**config.mk**
```make
export PLATFORM = sky130hd
export DESIGN_NAME = zad_acc_stage
export DESIGN_NICKNAME = d
export VERILOG_FILES = /design/src/rtl/zad_pkg.sv /design/src/rtl/zad_acc_stage.sv
export SDC_FILE = /design/constraint.sdc
export NUM_CORES = 1
export LEC_CHECK = 0
export ABC_AREA = 0
export BUFFER_PORTS_ARGS = -buffer_cell sky130_fd_sc_hd__clkbuf_2
export CAP_MARGIN = 20
export CORE_MARGIN = 2
export CORE_UTILIZATION = 54
export CTS_CLUSTER_SIZE = 28
export DETAILED_ROUTE_END_ITERATION = 10
export PLACE_DENSITY = 0.81
export SYNTH_ARGS = -nofsm -noshare
export SYNTH_HDL_FRONTEND = slang
export SYNTH_SLANG_ARGS = --single-unit
export TNS_END_PERCENT = 50
```
**constraint.sdc**
```tcl
create_clock -name clk -period 7.8 [get_ports clk]
set_input_delay 0 -clock clk [delete_from_list [all_inputs] [get_ports clk]]
set_output_delay 0 -clock clk [all_outputs]
set_load 0.02 [all_outputs]
```
**src/rtl/zad_pkg.sv**
```systemverilog
// Shared widths and state encoding for the multiplier / accumulator datapath.
package zad_pkg;

    localparam int PROD_W = 24;
    localparam int OP_W   = 12;

    typedef enum logic {
        ACCUM = 1'b0,
        HOLD  = 1'b1
    } acc_state_t;

endpackage

```
**src/rtl/zad_acc_stage.sv**
```systemverilog
// Accumulates up to LEN unsigned product beats into a wide sum and presents
// each finished frame sum, beat count and carry-out flag on a valid/ready port.
module zad_acc_stage
    import zad_pkg::*;
#(
    parameter int IN_W  = PROD_W,
    parameter int ACC_W = 32,
    parameter int LEN   = 8,
    parameter int CNT_W = $clog2(LEN + 1)
) (
    input  logic             clk,
    input  logic             rst_n,
    input  logic             in_valid,
    output logic             in_ready,
    input  logic [IN_W-1:0]  in_data,
    input  logic             in_last,
    output logic             out_valid,
    input  logic             out_ready,
    output logic [ACC_W-1:0] out_data,
    output logic [CNT_W-1:0] out_count,
    output logic             out_ovf
);

    acc_state_t       state_q, state_d;
    logic [ACC_W-1:0] acc_q, acc_d;
    logic [CNT_W-1:0] cnt_q, cnt_d;
    logic             ovf_q, ovf_d;
    logic             out_valid_q, out_valid_d;
    logic [ACC_W-1:0] out_data_q, out_data_d;
    logic [CNT_W-1:0] out_count_q, out_count_d;
    logic             out_ovf_q, out_ovf_d;

    logic [ACC_W:0]   sum;
    logic             carry;
    logic [CNT_W-1:0] cnt_n;
    logic             close;

    always_comb begin
        sum         = {1'b0, acc_q} + (ACC_W + 1)'(in_data);
        carry       = sum[ACC_W];
        cnt_n       = cnt_q + 1'b1;
        close       = (cnt_n == CNT_W'(LEN)) || in_last;

        state_d     = state_q;
        acc_d       = acc_q;
        cnt_d       = cnt_q;
        ovf_d       = ovf_q;
        out_valid_d = out_valid_q;
        out_data_d  = out_data_q;
        out_count_d = out_count_q;
        out_ovf_d   = out_ovf_q;

        case (state_q)
            ACCUM: begin
                if (in_valid) begin
                    if (close) begin
                        // Closing beat: publish the frame and start the next from zero.
                        out_data_d  = sum[ACC_W-1:0];
                        out_count_d = cnt_n;
                        out_ovf_d   = ovf_q | carry;
                        out_valid_d = 1'b1;
                        acc_d       = '0;
                        cnt_d       = '0;
                        ovf_d       = 1'b0;
                        state_d     = HOLD;
                    end else begin
                        acc_d = sum[ACC_W-1:0];
                        cnt_d = cnt_n;
                        ovf_d = ovf_q | carry;
                    end
                end
            end
            HOLD: begin
                if (out_ready) begin
                    out_valid_d = 1'b0;
                    state_d     = ACCUM;
                end
            end
            default: state_d = ACCUM;
        endcase
    end

    always_ff @(posedge clk) begin
        if (!rst_n) begin
            state_q     <= ACCUM;
            acc_q       <= '0;
            cnt_q       <= '0;
            ovf_q       <= 1'b0;
            out_valid_q <= 1'b0;
            out_data_q  <= '0;
            out_count_q <= '0;
            out_ovf_q   <= 1'b0;
        end else begin
            state_q     <= state_d;
            acc_q       <= acc_d;
            cnt_q       <= cnt_d;
            ovf_q       <= ovf_d;
            out_valid_q <= out_valid_d;
            out_data_q  <= out_data_d;
            out_count_q <= out_count_d;
            out_ovf_q   <= out_ovf_d;
        end
    end

    // Ready is a pure state decode so it never combinationally follows the handshakes.
    assign in_ready  = (state_q == ACCUM);
    assign out_valid = out_valid_q;
    assign out_data  = out_data_q;
    assign out_count = out_count_q;
    assign out_ovf   = out_ovf_q;

endmodule

```
# Word-level counts from Yosys, hierarchy flattened
# Cells that the tools add are included.
dict set report op_classes {
  addsub 2
  n_eq_ne 4
  n_mux 11
  bitwise 2
  n_reduce_logical 4
}
# operator n
set ops {}
lappend ops {{$add 32x24->33} 1}
lappend ops {{$mux 32} 1}
lappend ops {{$mux 1} 7}
lappend ops {{$reduce_and 3->1} 2}
lappend ops {{$add 4x1->4 const B} 1}
lappend ops {{$eq 4x4->1 const B} 1}
lappend ops {{$mux 4} 1}
lappend ops {{$ne 2x2->1 const B} 2}
lappend ops {{$pmux 1 s2} 2}
lappend ops {{$ne 2x1->1 const B} 1}
lappend ops {{$reduce_and 2->1} 1}
lappend ops {{$logic_or 1x1->1} 1}
lappend ops {{$not 1->1} 1}
lappend ops {{$or 1x1->1} 1}
dict set report word_totals {
  regBits 76
  input_bits 29
  out_inout_bits 39
  word_cells 31
}

# Logic depth before layout (Yosys ltp)
# Gate-level depths: netlist of run 1.
dict set report depth {
  depth_word 6
  mapped_depth 10
  mapped_depth_nobuf 10
}

# Worst setup path before layout of run 1
# Ideal clock, no wire load.
dict set report synth_path {
  path_type {reg2reg}
  startpoint {reg acc_q[0]}
  endpoint {reg acc_q[20]}
  setup_time_ns 0.117
  t_arrival_ns 2.427
  required_ns 7.683
  slack_ns 5.256
  stages_incl_launch_ff 10
  path_buffers 0
  synth_period_minus_slack_ns 2.544
  path_cell_list {dfxtp_1 > ha_1 > fa_1 > a211oi_2 > o21bai_2 > a2111o_1 > a31oi_1 > o21bai_1 > xor2_1 > a22o_1}
}
dict set report synth_between {
  elab_chain_cells 2
}
# element line
set synth_lines {}
lappend synth_lines {{start: declaration} zad_acc_stage.sv:25} ;# logic [ACC_W-1:0] acc_q, acc_d;
lappend synth_lines {{start signal: assignment} zad_acc_stage.sv:86} ;# acc_q <= '0;
lappend synth_lines {{start signal: assignment} zad_acc_stage.sv:95} ;# acc_q <= acc_d;
lappend synth_lines {{$add 32x24->33} zad_acc_stage.sv:39} ;# sum = {1'b0, acc_q} + (ACC_W + 1)'(in_data);
lappend synth_lines {{$mux 32} zad_acc_stage.sv:56} ;# if (close) begin
# Every way passes these cells.
# A chain may end at the register's enable or synchronous reset.

# Worst setup path in the final report of run 1
dict set report layout_path {
  startpoint {reg acc_q[0]}
  endpoint {reg acc_q[22]}
}
# The elaborated chain is that of the path after synthesis.

==> results.json, run 1 <==
{
  "avgViaCountPerCell": 5.93,
  "gr-total-overflow": 0,
  "nNetsFinal": 615,
  "finalMaxSlewViolations": 0,
  "cts_setup_buffers": 0,
  "p_total_uw": 970,
  "clk_latency_ns": 0.37,
  "maxCapViolCount": 0,
  "ys_ff_latch": 76,
  "grt_max_degree": 51,
  "syn_inst": 504,
  "wirelength_mm": 10.6,
  "regToRegEndpoint": "acc_q[22]$_SDFFE_PN0P_",
  "leakagePower_nw": 2.10,
  "num_vias": 3952,
  "rr_worst_depth": 10,
  "min_from": "in_last",
  "critical_path_required_ns": 8.03,
  "clk_pin_slew_ns": 0.09,
  "rsz0062_at_grt": "false",
  "netlist_area_um2": 4280,
  "cts_tree": "done",
  "fillers": 696,
  "die_area_um2": 8660,
  "path_max_fanout": 3,
  "vdd_ir_drop_max_v": 0.000138,
  "antenna_cells": 0,
  "drc": 0,
  "dieWidth_um": 93.0,
  "cts_hold_buf": 1,
  "seq_area_frac_synth_pct": 35.5,
  "synth_edf_count": 0,
  "gp_congestion": 0.916,
  "timing.setup.tns_ns": 0,
  "netlist_top_cells_area": "dfxtp_1 36%, ha_1 7.3%, nand2_1 6.4%",
  "post_drt_wl_per_cell_um": 15.9,
  "hpwl_mm": 7.67,
  "cts_sinks": 76,
  "start_kind": "flop",
  "final_antenna_net_count": 0,
  "ys_warn_count": 0,
  "max_freq_mhz": 355,
  "synth_nets": 559,
  "layout-drive-gt1-share_pct": 20.5,
  "seqCellArea_um2": 1520,
  "syn_avg_cell_area_um2": 8.50,
  "numPortBuffers": 67,
  "design.core.area_um2": 7690,
  "cts_buffers": 9,
  "drtIter0Drc": 275,
  "powerDensity_nw_per_um2": 199,
  "grt_pass1_vias": 3677,
  "num_rows": 32,
  "grt_pass1_wl_mm": 17.5,
  "synth_area_leader_cell": "dfxtp_1",
  "h-tree-depth": 3,
  "arrival_ns": 3.04,
  "fin_crit_sh_pct": 36.1,
  "cp-end-kind": "flop",
  "setup_violations": 0,
  "die_y_um": 93.0,
  "fin_crit_ns": 2.82,
  "hold_violations": 0,
  "worst_pin_slew_ns": 1.05,
  "cts_buffer_depth": 2,
  "critPathKind": "reg2reg",
  "rrSetupSlack_ns": 4.98,
  "final.setup_skew_ns": 0.00940,
  "pin_count": 68,
  "regToRegStartpoint": "acc_q[0]$_SDFFE_PN0P_",
  "yosysTopAreaCellShare_pct": 35.5,
  "min_to": "cnt_q[2]$_SDFFE_PN0P_",
  "multi_input_area_um2": 2610,
  "antenna_found_initial": 0,
  "cts_resized": 0,
  "hold_depth": 4,
  "clock-root-buffer": "clkbuf_8",
  "relSlewSlack_pct": 29.7,
  "drt_first_pass_iters": 5,
  "ys_types": 66,
  "outcome": "finished, final reports clean",
  "synthArstFlopShare_pct": 0,
  "synth_flop_cell": "dfxtp_1",
  "hold_class": "in2reg",
  "syn_to_final_growth_pct": 14.2,
  "initial_utilization_pct": 55.7,
  "grtUsageTotal_pct": 25.3
}
[flip-flops by register name, summed over array words and instances (netlist names)]
register and flops:
state_q 1, cnt_q 4, out_count 4, acc_q 32
out_valid 1, out_data 32, ovf_q 1, out_ovf 1
[placed cells by master, fill, tap and decap left out, types with 3 or more instances in the layout]
| cell type | netlist | layout |
|---|---|---|
| dfxtp_1 | 76 | 76 |
| nand2_1 | 73 | 73 |
| clkbuf_2 | 1 | 67 |
| a21oi_1 | 51 | 51 |
| nor2_1 | 46 | 45 |
| ha_1 | 25 | 25 |
| o21ai_0 | 22 | 22 |
| nand3_1 | 16 | 16 |
| xnor2_1 | 16 | 16 |
| a21o_1 | 15 | 15 |
| xor2_1 | 10 | 10 |
| clkbuf_8 | 0 | 9 |
| a211oi_1 | 8 | 8 |
| a22oi_1 | 8 | 8 |
| inv_1 | 7 | 7 |
| nand4_1 | 6 | 6 |
| nand2b_1 | 6 | 6 |
| nor3_1 | 5 | 5 |
| a311oi_1 | 5 | 5 |
| a22o_1 | 5 | 5 |
| and3_1 | 4 | 4 |
| o21bai_1 | 4 | 4 |
| nand3_2 | 3 | 3 |
| a211oi_2 | 3 | 3 |
| o32ai_1 | 3 | 3 |
| nand4b_1 | 3 | 3 |
| or2_1 | 3 | 3 |
| a31oi_1 | 3 | 3 |
| inv_6 | 0 | 3 |
| buf_4 | 5 | 3 |
[through the flow]
step / setup WS, ns / hold WS, ns / std cells / util (%) / area (um2)
2_1_floorplan: 5.26 / 0.182 / 504 / - / 4280
3_3_place_gp: 5.00 / 0.288 / 649 / 60.3 / 4640
3_5_place_dp: 4.92 / 0.302 / 649 / 60.3 / 4640
4_1_cts: 4.89 / 0.0466 / 666 / 63.4 / 4880
5_1_grt: 4.77 / 0.0921 / 667 / 63.6 / 4890
6_report: 4.98 / 0.0468 / 667 / 63.6 / 4890
[kinds of logic after synthesis]
group / Yosys count / share of synthesized area, %
fa+ha+maj: 26 / 7.77
simple gates: 179 / 19.9
mux: 1 / 0.234
compound gates: 162 / 27.6
flops: 76 / 35.5
xor+xnor: 26 / 5.32
buf+inv: 34 / 3.68
[routing by layer]
metal / vias to the layer above / GRT usage [%] / wire, um
li1: 1951 / - / -
met1: 1863 / 32.7 / 4780
met2: 123 / 43.8 / 5060
met3: 15 / 3.63 / 587
met4: 0 / 7.97 / 149
met5: - / 0 / 0
[critical path, cell delays in order, from the launching register on]
cell	delay [ns]
dfxtp_1	0.32
ha_1	0.21
fa_1	0.44
a211oi_2	0.25
o21bai_2	0.14
a2111o_1	0.49
a31oi_1	0.28
nor2_1	0.09
nor2_1	0.12
xor2_1	0.23
o21ai_0	0.11
[worst max-delay path by stage]
stage,cells past startpoint,slack [ns],endpoint,from
5_1_grt,10,4.77,acc_q[22]$_SDFFE_PN0P_,acc_q[0]$_SDFFE_PN0P_
6_report,10,4.98,acc_q[22]$_SDFFE_PN0P_,acc_q[0]$_SDFFE_PN0P_
3_3_place_gp,6,5.00,out_data[30]$_SDFFE_PN0P_,state_q$_SDFF_PN0_
3_5_place_dp,6,4.92,out_data[30]$_SDFFE_PN0P_,state_q$_SDFF_PN0_
4_1_cts,6,4.89,out_data[28]$_SDFFE_PN0P_,state_q$_SDFF_PN0_
2_1_floorplan,9,5.26,acc_q[20]$_SDFFE_PN0P_,acc_q[0]$_SDFFE_PN0P_
[cell type report]
| class | instances | area share [%] |
|---|---|---|
| inverter | 7 | 0.537 |
| clock buffer | 9 | 2.53 |
| sequential | 76 | 31.1 |
| timing repair buffer | 72 | 7.76 |
| tap | 102 | 2.61 |
| multi-input combinational | 394 | 53.3 |
| clock inverter | 7 | 2.15 |
[power breakdown]
part           switching, mW  internal [mW]
registers             0.0118          0.408
clock network          0.168          0.186
logic                  0.125         0.0713
[Yosys cell counts, drive strengths merged (10+ instances only)]
cell type  count
a211oi        11
a21o          15
a21oi         53
clkbuf        19
dfxtp         76
ha            25
nand2         74
nand3         19
nor2          46
o21ai         26
xnor2         16
xor2          10
(Power assumes the default switching activity.)
==> inputs of run 2 (changes only) <==
==> constraint.sdc (replaced) <==
create_clock -name clk -period 2.6 [get_ports clk]
set_input_delay 0 -clock clk [delete_from_list [all_inputs] [get_ports clk]]
set_output_delay 0 -clock clk [all_outputs]
set_load 0.02 [all_outputs]
==> results.json, run 2 (synthesis results as in run 1) <==
{
  "pin_count": 68,
  "h-tree-depth": 3,
  "layoutNonFillerInstCount": 684,
  "nNetsFinal": 632,
  "cts_tree": "done",
  "clk_pin_slew_ns": 0.09,
  "drtIter0Drc": 207,
  "final_antenna_net_count": 0,
  "arrival_ns": 2.74,
  "final.setup_skew_ns": 0.00646,
  "hold_violations": 0,
  "die_area_um2": 8660,
  "hold_class": "in2reg",
  "worst_pin_slew_ns": 0.608,
  "max_freq_mhz": 402,
  "grt_pass1_vias": 3839,
  "clk_latency_ns": 0.36,
  "hold_depth": 4,
  "num_vias": 4079,
  "grt_pass1_wl_mm": 18.2,
  "final_common_cell": "dfxtp_1",
  "critical_path_required_ns": 2.85,
  "maxCapViolCount": 0,
  "p_total_mw": 2.95,
  "gp_congestion": 0.968,
  "regToRegEndpoint": "acc_q[16]$_SDFFE_PN0P_",
  "outcome": "finished, final reports clean",
  "initial_utilization_pct": 55.7,
  "fin_crit_ns": 2.49,
  "drc": 0,
  "mostFrequentLayoutCells": "75 x dfxtp_1, 72 x nand2_1, 67 x clkbuf_2",
  "dieWidth_um": 93.0,
  "path_max_fanout": 3,
  "place_inst": 664,
  "setup_violations": 0,
  "hpwl_mm": 7.76,
  "powerDensity_nw_per_um2": 581,
  "cp-end-kind": "flop",
  "grt_max_degree": 38,
  "num_rows": 32,
  "design.core.area_um2": 7690,
  "endpoint": "acc_q[16]$_SDFFE_PN0P_",
  "leakagePower_nw": 2.18,
  "vdd_ir_drop_max_v": 0.000285,
  "wirelength_mm": 11.0,
  "syn_to_final_growth_pct": 18.5,
  "fin_crit_sh_pct": 95.6,
  "gr-total-overflow": 0,
  "post_drt_wl_per_cell_um": 16.1,
  "critPathKind": "reg2reg",
  "grtUsageTotal_pct": 26.3,
  "avgViaCountPerCell": 5.96,
  "antenna_cells": 0,
  "antenna_found_initial": 0,
  "rsz0062_at_grt": "false",
  "rr_worst_depth": 9,
  "relSlewSlack_pct": 59.3,
  "start_kind": "flop",
  "cts_sinks": 76,
  "setup.worst_path.start": "acc_q[0]$_SDFFE_PN0P_",
  "cts_buffers": 9,
  "finalMaxSlewViolations": 0,
  "clock-root-buffer": "clkbuf_8",
  "die_y_um": 93.0,
  "regToRegStartpoint": "acc_q[0]$_SDFFE_PN0P_",
  "rrSetupSlack_ns": 0.11,
  "numPortBuffers": 67,
  "layout-drive-gt1-share_pct": 25.3,
  "cts_buffer_depth": 2,
  "drt_first_pass_iters": 6
}
[run 2: changes by cell type in the layout (fill, tap and decap cells not counted), moves of 2 or more]
cell / change
a211oi_1: -2
a211oi_2: +2
a21oi_1: -3
a21oi_2: +3
buf_4: +18
clkinv_4: +3
ha_1: -3
ha_2: +2
inv_6: -2
nor2_1: -2
nor2_2: +2
[run 2: layer usage]
metal,wire length (um),global-route usage [%]
met4,248,9.19
met5,0,0
met2,5120,42.9
met1,4780,34.0
met3,845,6.45
[run 2: repair_timing]
action	CTS	global route
buffers inserted	0	3
hold buffers	1	0
gates resized for setup	1	15
endpoints found under the hold margin	2	0
endpoints found under the setup margin	8	21
pin swaps	2	8
[run 2: layout make-up]
type | instances | area, um2
inverters | 7 | 26.3
clock buffers | 10 | 138
well taps | 102 | 128
flip-flops and latches | 76 | 1520
clock inverters | 6 | 95.1
multi-input cells | 394 | 2660
repair buffers | 89 | 503
fillers | 673 | 2620
[run 2: critical path: stages, from the launching register on]
cell	delay (ns)
dfxtp_2	0.35
ha_4	0.16
fa_2	0.35
a211oi_2	0.20
o21bai_2	0.12
a2111oi_4	0.44
o21ai_2	0.11
a221oi_2	0.26
xnor2_1	0.14
a22o_1	0.24
[run 2: metrics by stage]
stage               util [%]  hold slack (ns)  TNS [ns]  cell area [um2]  setup WS, ns
finish                  66.0           0.0621         0             5070         0.114
global route            66.0           0.0801         0             5070      0.000256
CTS                     65.0           0.0360         0             5000        0.0175
detailed placement      61.8            0.307   -0.0450             4750       -0.0226
global placement        61.8            0.284         0             4750        0.0317
floorplan                  -            0.182         0             4280        0.0559
[run 2: worst min-delay path by stage]
stage                                     endpoint       start  slack (ns)
after global placement          state_q$_SDFF_PN0_   out_ready        0.28
after detailed placement    out_valid$_SDFFE_PN0P_   out_ready        0.31
final                     out_data[0]$_SDFFE_PN0P_  in_data[0]        0.06
after CTS                 out_data[0]$_SDFFE_PN0P_  in_data[0]        0.04
after floorplan                 state_q$_SDFF_PN0_   out_ready        0.18
after global routing      out_data[0]$_SDFFE_PN0P_  in_data[0]        0.08
[run 2: power breakdown]
group / total, mW / switching [mW] / leakage, nW / internal [mW]
clock network: 1.06 / 0.485 / 0.117 / 0.575
registers: 1.26 / 0.0365 / 0.620 / 1.22
logic: 0.625 / 0.386 / 1.45 / 0.239
